**config.mk**
```make
export PLATFORM = sky130hd
export DESIGN_NAME = ins_fetch_unit_flat
export DESIGN_NICKNAME = d
export VERILOG_FILES = /design/src/rtl/ins_fetch_pkg.sv /design/src/rtl/ins_fetch_unit_if.sv /design/src/rtl/ins_byte_ram.sv /design/src/rtl/ins_fetch_unit.sv /design/src/flat_wrapper.sv
export SDC_FILE = /design/constraint.sdc
export NUM_CORES = 1
export LEC_CHECK = 0
export CAP_MARGIN = 20
export CORE_AREA = 2 2 272 274
export DETAILED_ROUTE_END_ITERATION = 12
export DIE_AREA = 0 0 274 276
export SYNTH_ARGS = -nofsm -noshare
export SYNTH_HDL_FRONTEND = slang
export SYNTH_SLANG_ARGS = --single-unit
```
**constraint.sdc**
```tcl
create_clock -name clock -period 7.85 [get_ports clock]
set_input_delay 0.785 -clock clock [delete_from_list [all_inputs] [get_ports clock]]
set_output_delay 0.785 -clock clock [all_outputs]
set_load 0.01 [all_outputs]
```
**src/rtl/ins_fetch_pkg.sv**
```systemverilog
// ins_fetch_pkg: shared types and helpers for the instruction fetch unit.
//   state_e  - load/fetch sequencer states
//   calc_bpi - bytes per instruction word
package ins_fetch_pkg;

   typedef enum logic [1:0] {
      StEmpty,
      StLoading,
      StReady
   } state_e;

   function automatic int unsigned calc_bpi(input int unsigned ins_w, input int unsigned byte_w);
      return ins_w / byte_w;
   endfunction

endpackage

```
**src/rtl/ins_fetch_unit_if.sv**
```systemverilog
// ins_fetch_unit_if: loader and fetch bus of the instruction fetch unit.
//   master - program loader / PC stage side (drives requests, receives results)
//   slave  - the fetch unit itself
interface ins_fetch_unit_if #(
   parameter int unsigned INS_W  = 16,
   parameter int unsigned ADDR_W = 6
);
   logic              load_start;
   logic [ADDR_W-1:0] l_addr;
   logic              load;
   logic [INS_W-1:0]  ins_load;
   logic              load_done;
   logic              fetch;
   logic [ADDR_W-1:0] pc_addr;
   logic [INS_W-1:0]  ins_out;
   logic              ins_valid;
   logic              fetch_err;
   logic              mem_ready;
   logic              load_full;

   modport master (
      output load_start, l_addr, load, ins_load, load_done, fetch, pc_addr,
      input  ins_out, ins_valid, fetch_err, mem_ready, load_full
   );

   modport slave (
      input  load_start, l_addr, load, ins_load, load_done, fetch, pc_addr,
      output ins_out, ins_valid, fetch_err, mem_ready, load_full
   );
endinterface

```
**src/rtl/ins_byte_ram.sv**
```systemverilog
// ins_byte_ram: byte-addressed storage with a BPI-byte write port and a
// BPI-byte registered read port; both ports wrap each byte address mod DEPTH.
//   clk_i, rst_i - clock, synchronous reset (read register only, not the array)
//   we_i, waddr_i, wdata_i - big-endian word write at any byte address
//   re_i, raddr_i          - read request; rdata_o updates the next cycle
//   rdata_o                - last read word, held when re_i is low
module ins_byte_ram #(
   parameter int unsigned BYTE_W = 8,
   parameter int unsigned BPI    = 2,
   parameter int unsigned DEPTH  = 64,
   localparam int unsigned ADDR_W = $clog2(DEPTH),
   localparam int unsigned WORD_W = BPI * BYTE_W
) (
   input  logic              clk_i,
   input  logic              rst_i,
   input  logic              we_i,
   input  logic [ADDR_W-1:0] waddr_i,
   input  logic [WORD_W-1:0] wdata_i,
   input  logic              re_i,
   input  logic [ADDR_W-1:0] raddr_i,
   output logic [WORD_W-1:0] rdata_o
);

   logic [BYTE_W-1:0] mem_q [DEPTH];
   logic [WORD_W-1:0] rdata_q, rdata_d;

   // ADDR_W-bit adds wrap for free since DEPTH is a power of two.
   always_ff @(posedge clk_i) begin
      if (we_i) begin
         for (int k = 0; k < BPI; k++) begin
            mem_q[waddr_i + ADDR_W'(k)] <= wdata_i[WORD_W-1-k*BYTE_W -: BYTE_W];
         end
      end
   end

   always_comb begin
      rdata_d = rdata_q;
      if (re_i) begin
         for (int k = 0; k < BPI; k++) begin
            rdata_d[WORD_W-1-k*BYTE_W -: BYTE_W] = mem_q[raddr_i + ADDR_W'(k)];
         end
      end
   end

   always_ff @(posedge clk_i) begin
      if (rst_i) begin
         rdata_q <= '0;
      end else begin
         rdata_q <= rdata_d;
      end
   end

   assign rdata_o = rdata_q;

endmodule

```
**src/rtl/ins_fetch_unit.sv**
```systemverilog
// ins_fetch_unit: instruction memory with a burst loader and a one-cycle fetch port.
//   clock - sole clock, posedge
//   reset - synchronous, active-high; memory contents survive it
//   bus   - slave side of ins_fetch_unit_if (load burst in, fetch request/result)
module ins_fetch_unit
   import ins_fetch_pkg::*;
#(
   parameter int unsigned INS_W  = 16,
   parameter int unsigned BYTE_W = 8,
   parameter int unsigned DEPTH  = 64
) (
   input logic               clock,
   input logic               reset,
   ins_fetch_unit_if.slave   bus
);

   localparam int unsigned BPI    = calc_bpi(INS_W, BYTE_W);
   localparam int unsigned ADDR_W = $clog2(DEPTH);
   localparam int unsigned CNT_W  = ADDR_W + 1;
   localparam logic [ADDR_W-1:0] PtrStep = ADDR_W'(BPI);
   localparam logic [CNT_W-1:0]  CntStep = CNT_W'(BPI);
   localparam logic [CNT_W-1:0]  CntFull = CNT_W'(DEPTH);

   state_e            state_q, state_d;
   logic [ADDR_W-1:0] ptr_q, ptr_d;
   logic [CNT_W-1:0]  cnt_q, cnt_d;
   logic [CNT_W-1:0]  cnt_sum;
   logic              ins_valid_q, ins_valid_d;
   logic              fetch_err_q, fetch_err_d;
   logic              load_full;
   logic              we, re;

   assign load_full = (cnt_q == CntFull);
   assign cnt_sum   = cnt_q + CntStep;

   always_comb begin
      state_d     = state_q;
      ptr_d       = ptr_q;
      cnt_d       = cnt_q;
      we          = 1'b0;
      re          = 1'b0;
      ins_valid_d = 1'b0;
      fetch_err_d = 1'b0;

      unique case (state_q)
         StEmpty, StReady: begin
            if (bus.load_start) begin
               state_d = StLoading;
               ptr_d   = bus.l_addr;
               cnt_d   = '0;
            end
         end
         StLoading: begin
            // A restart wins over both the write and load_done in the same cycle.
            if (bus.load_start) begin
               ptr_d = bus.l_addr;
               cnt_d = '0;
            end else begin
               if (bus.load && !load_full) begin
                  we    = 1'b1;
                  ptr_d = ptr_q + PtrStep;
                  cnt_d = (cnt_sum >= CntFull) ? CntFull : cnt_sum;
               end
               if (bus.load_done) begin
                  state_d = StReady;
               end
            end
         end
         default: state_d = StEmpty;
      endcase

      if (bus.fetch) begin
         if (state_q == StReady) begin
            re          = 1'b1;
            ins_valid_d = 1'b1;
         end else begin
            fetch_err_d = 1'b1;
         end
      end
   end

   always_ff @(posedge clock) begin
      if (reset) begin
         state_q     <= StEmpty;
         ptr_q       <= '0;
         cnt_q       <= '0;
         ins_valid_q <= 1'b0;
         fetch_err_q <= 1'b0;
      end else begin
         state_q     <= state_d;
         ptr_q       <= ptr_d;
         cnt_q       <= cnt_d;
         ins_valid_q <= ins_valid_d;
         fetch_err_q <= fetch_err_d;
      end
   end

   // The RAM read register doubles as ins_out: it only updates on an accepted fetch.
   ins_byte_ram #(
      .BYTE_W (BYTE_W),
      .BPI    (BPI),
      .DEPTH  (DEPTH)
   ) u_ram (
      .clk_i   (clock),
      .rst_i   (reset),
      .we_i    (we),
      .waddr_i (ptr_q),
      .wdata_i (bus.ins_load),
      .re_i    (re),
      .raddr_i (bus.pc_addr),
      .rdata_o (bus.ins_out)
   );

   assign bus.ins_valid = ins_valid_q;
   assign bus.fetch_err = fetch_err_q;
   assign bus.mem_ready = (state_q == StReady);
   assign bus.load_full = load_full;

endmodule
```
**src/flat_wrapper.sv**
```systemverilog
// flat-port wrapper written by rule: the top's interface ports become plain ports
module ins_fetch_unit_flat import ins_fetch_pkg::*;
#(
   parameter int unsigned INS_W  = 16,
   parameter int unsigned BYTE_W = 8,
   parameter int unsigned DEPTH  = 64
)
  (clock, reset, bus_load_start, bus_l_addr, bus_load, bus_ins_load, bus_load_done, bus_fetch, bus_pc_addr, bus_ins_out, bus_ins_valid, bus_fetch_err, bus_mem_ready, bus_load_full);
  ins_fetch_unit_if #(.INS_W(INS_W)) bus_i ();
  input logic clock;
  input logic reset;
  input wire logic [$bits(bus_i.load_start)-1:0] bus_load_start;
  input wire logic [$bits(bus_i.l_addr)-1:0] bus_l_addr;
  input wire logic [$bits(bus_i.load)-1:0] bus_load;
  input wire logic [$bits(bus_i.ins_load)-1:0] bus_ins_load;
  input wire logic [$bits(bus_i.load_done)-1:0] bus_load_done;
  input wire logic [$bits(bus_i.fetch)-1:0] bus_fetch;
  input wire logic [$bits(bus_i.pc_addr)-1:0] bus_pc_addr;
  output wire logic [$bits(bus_i.ins_out)-1:0] bus_ins_out;
  output wire logic [$bits(bus_i.ins_valid)-1:0] bus_ins_valid;
  output wire logic [$bits(bus_i.fetch_err)-1:0] bus_fetch_err;
  output wire logic [$bits(bus_i.mem_ready)-1:0] bus_mem_ready;
  output wire logic [$bits(bus_i.load_full)-1:0] bus_load_full;
  assign bus_i.load_start = bus_load_start;
  assign bus_i.l_addr = bus_l_addr;
  assign bus_i.load = bus_load;
  assign bus_i.ins_load = bus_ins_load;
  assign bus_i.load_done = bus_load_done;
  assign bus_i.fetch = bus_fetch;
  assign bus_i.pc_addr = bus_pc_addr;
  assign bus_ins_out = bus_i.ins_out;
  assign bus_ins_valid = bus_i.ins_valid;
  assign bus_fetch_err = bus_i.fetch_err;
  assign bus_mem_ready = bus_i.mem_ready;
  assign bus_load_full = bus_i.load_full;
  ins_fetch_unit #(.INS_W(INS_W), .BYTE_W(BYTE_W), .DEPTH(DEPTH)) u_core (.clock(clock), .reset(reset), .bus(bus_i));
endmodule
```
==> metrics.cfg <==
[timing]
min_period_ns = 4.10
hold_viol = 0
period_share_pct = 52.2
slew_viol_final = 0
fmax_ghz = 0.244
rsz0062_at_grt = false
tns_ns = 0
final-setup-viol-count = 0
finClkSkew_ns = 0.0316
worstMarginPinSlew_ns = 1.16
slew-limit-headroom_pct = 22.4
hold_ws_ns = 0.499

[global_route]
grt_max_degree = 126
grt-ovfl-total = 0
grt_first_pass_wirelength_um = 154000
track_usage_pct = 27.7
antenna_found_initial = 3
grt_pass1_vias = 20900

[setup_path]
end_kind = flip-flop
regToRegStartpoint = u_core.ptr_q[2]
crit_type = flip-flop to flip-flop
critPathLaunchType = flip-flop
reg2regPathDepth = 8
worst_ep_arrival_time_ns = 4.51
r2r_end = u_core.u_ram.mem_q[44][3]
r2r_setup_slack_ns = 3.75
cp.required_ns = 8.27
worst-path-max-fanout = 12

[synth]
synth.top_cell.area_share_pct = 47.3
ys_types = 65
synthCells = 2151
ys_seq_area_share_pct = 49.2
yosysTopAreaCell = edfxtp_1
syn-cell-area_um2 = 32500
avgSynthCellArea_um2 = 15.1
synth_edf_count = 512
ys.flop_type = edfxtp_1
ys_ff_latch = 544
syn-num-nets = 2192
synthTopCellsByArea = edfxtp_1 (47%), mux4_2 (18%), mux2_2 (18%)
async_reset_ff_share_pct = 0
yosys_warnings = 0

[die]
die_w_um = 274
dieArea_um2 = 75600
core_area_um2 = 72600
fp-row-count = 99
start_util_pct = 44.8
pin_count = 54
die_y_um = 276

[pwr]
p_per_area_nw_per_um2 = 194
ir_drop_uv = 181
total_leakage_power_nw = 11.6

[clocking]
path_clk_slew_ns = 0.06
clock_latency_ns = 0.66
post_cts_resized = 0
root_buffer = clkbuf_16
postCtsHoldBufs = 0
clk_path_buf_depth = 3
htreeDepth = 2
tritoncts = built
numCtsBuffers = 61
cts_setup_buffers = 0
cts_num_sinks = 544

[detailed_routing]
ant_nets = 0
firstDrtPassIters = 5
vias = 21300
viasPerCell = 6.81
wl_um = 105000
avgRoutedWirePerCell_um = 33.4
drc = 0
drt-initial-drc-count = 2658

[worst_hold_path]
holdPathEnd = u_core.u_ram.rdata_o[10]
min-delay-start = u_core.u_ram.rdata_o[10]
holdPathStages = 2
min_path_type = flip-flop to flip-flop

[finish]
synthToLayoutAreaGrowth_pct = 10.3
fillers = 6236
post-route-util_pct = 49.4
layout.nets = 2160
fin_cells = 3132
multiInputGateArea_um2 = 15500
layout.area.seq_um2 = 16000
drive_gt1_share_pct = 46.7

[flow_run]
drv_cap = 0

[place]
dp_hpwl_um = 68100
finalWeightedCongestion = 0.923
post-place-cells = 3011
placement.io_buffers = 53

[run_status]
status = completed

## area by class of cell
class                      instances  area share (%)
antenna                            2          0.0140
timing repair buffer             138            3.10
clock buffer                      85            4.84
clock inverter                    30           0.788
tap                              959            3.35
sequential                       544            44.7
inverter                           7          0.0733
multi-input combinational       1367            43.2
## flip-flops by register name, indices dropped and copies added, names as in the netlist
register / cells
u_core.u_ram.rdata_o: 16
u_core.u_ram.mem_q: 512
u_core.cnt_q: 6
u_core.ptr_q: 6
u_core.bus.ins_valid: 1
u_core.state_q: 2
u_core.bus.fetch_err: 1
## per-stage QoR
step	setup slack (ns)	instance area [µm²]	total power, W
floorplan	4.79	32500	0.00383
global placement	3.15	33800	0.00408
detailed placement	3.24	33800	0.00409
CTS	3.92	35800	0.00699
global route	3.68	35900	0.00715
finish	3.75	35900	0.00698
## synth_stat cells, drive strengths merged (11+ instances only)
cell	number
mux2	512
o21ai	51
nand2b	11
nand3	14
a22o	16
a21oi	19
o22ai	39
edfxtp	512
mux2i	61
mux4	259
buf	93
clkbuf	140
o221ai	16
nand2	101
a2111oi	12
a221oi	17
nor4	11
dfxtp	32
and2	22
nor3	17
nor2	91
## worst max path at each step
| stage | from | end | slack [ns] | cells after the start |
|---|---|---|---|---|
| after floorplan | bus_pc_addr[0] | u_core.u_ram.rdata_o[1] | 4.79 | 8 |
| after global placement | bus_pc_addr[1] | u_core.u_ram.rdata_o[1] | 3.15 | 8 |
| after detailed placement | bus_pc_addr[1] | u_core.u_ram.rdata_o[1] | 3.24 | 9 |
| after CTS | u_core.ptr_q[2] | u_core.u_ram.mem_q[44][3] | 3.92 | 8 |
| after global routing | u_core.ptr_q[2] | u_core.u_ram.mem_q[44][5] | 3.68 | 8 |
| final | u_core.ptr_q[2] | u_core.u_ram.mem_q[44][3] | 3.75 | 8 |
## worst max-delay path, cell delays in order, from the launching register on
cell	delay, ns
dfxtp_1	0.52
ha_1	0.37
nand2_1	0.54
and2_1	0.39
a22oi_1	0.53
nor2_1	0.38
nand2_1	0.56
o21ai_0	0.30
buf_4	0.26
## where the power goes
part           total [W]  switching [W]  internal [W]
Combinational   0.000857       0.000495      0.000362
Clock            0.00293        0.00125       0.00167
Sequential       0.00319      0.0000125       0.00318
## metal layers
layer / track usage [%] / wire [µm] / up-vias / share of wire (%)
met3: 6.92 / 10700 / 164 / 10
met1: 39.2 / 42600 / 11200 / 41
met2: 42.9 / 48700 / 1258 / 47
met4: 6.73 / 2620 / 2 / 2.5
li1: - / - / 8678 / -
met5: 0 / 10 / - / 0.0096
## kinds of logic (layout without fill, tap and decap cells)
kind of cell,after synthesis,count (layout),share of synthesized area (%)
buffers and inverters,240,260,3.28
DFF,544,544,49.2
other,0,2,0
xor gates and xnor gates,9,9,0.242
muxes,832,832,37.5
and+or+nand+nor,299,299,4.68
AOI/OAI and AO/OA,220,220,4.77
adders and majority gates,7,7,0.269
## cells in the final DEF (no fill, tap or decap), drive strengths merged, types with 4 or more instances in the layout
master / n
buf: 102
xor2: 5
a311oi: 7
edfxtp: 512
o221ai: 16
nand2: 101
clkbuf: 86
a211oi: 9
mux4: 259
clkdlybuf4s50: 35
nor4: 11
o22ai: 39
a21oi: 19
o21bai: 8
clkinv: 22
a211o: 7
mux2i: 61
dfxtp: 32
xnor2: 4
bufinv: 4
o21ai: 51
nor3: 17
nand2b: 11
o211ai: 6
nor3b: 5
ha: 7
and3: 9
mux2: 512
inv: 8
nand3: 14
a221oi: 17
a22o: 16
nor2b: 5
nor2: 91
a2111oi: 12
and2: 22
No activity file was read; power rests on OpenSTA's default activity.
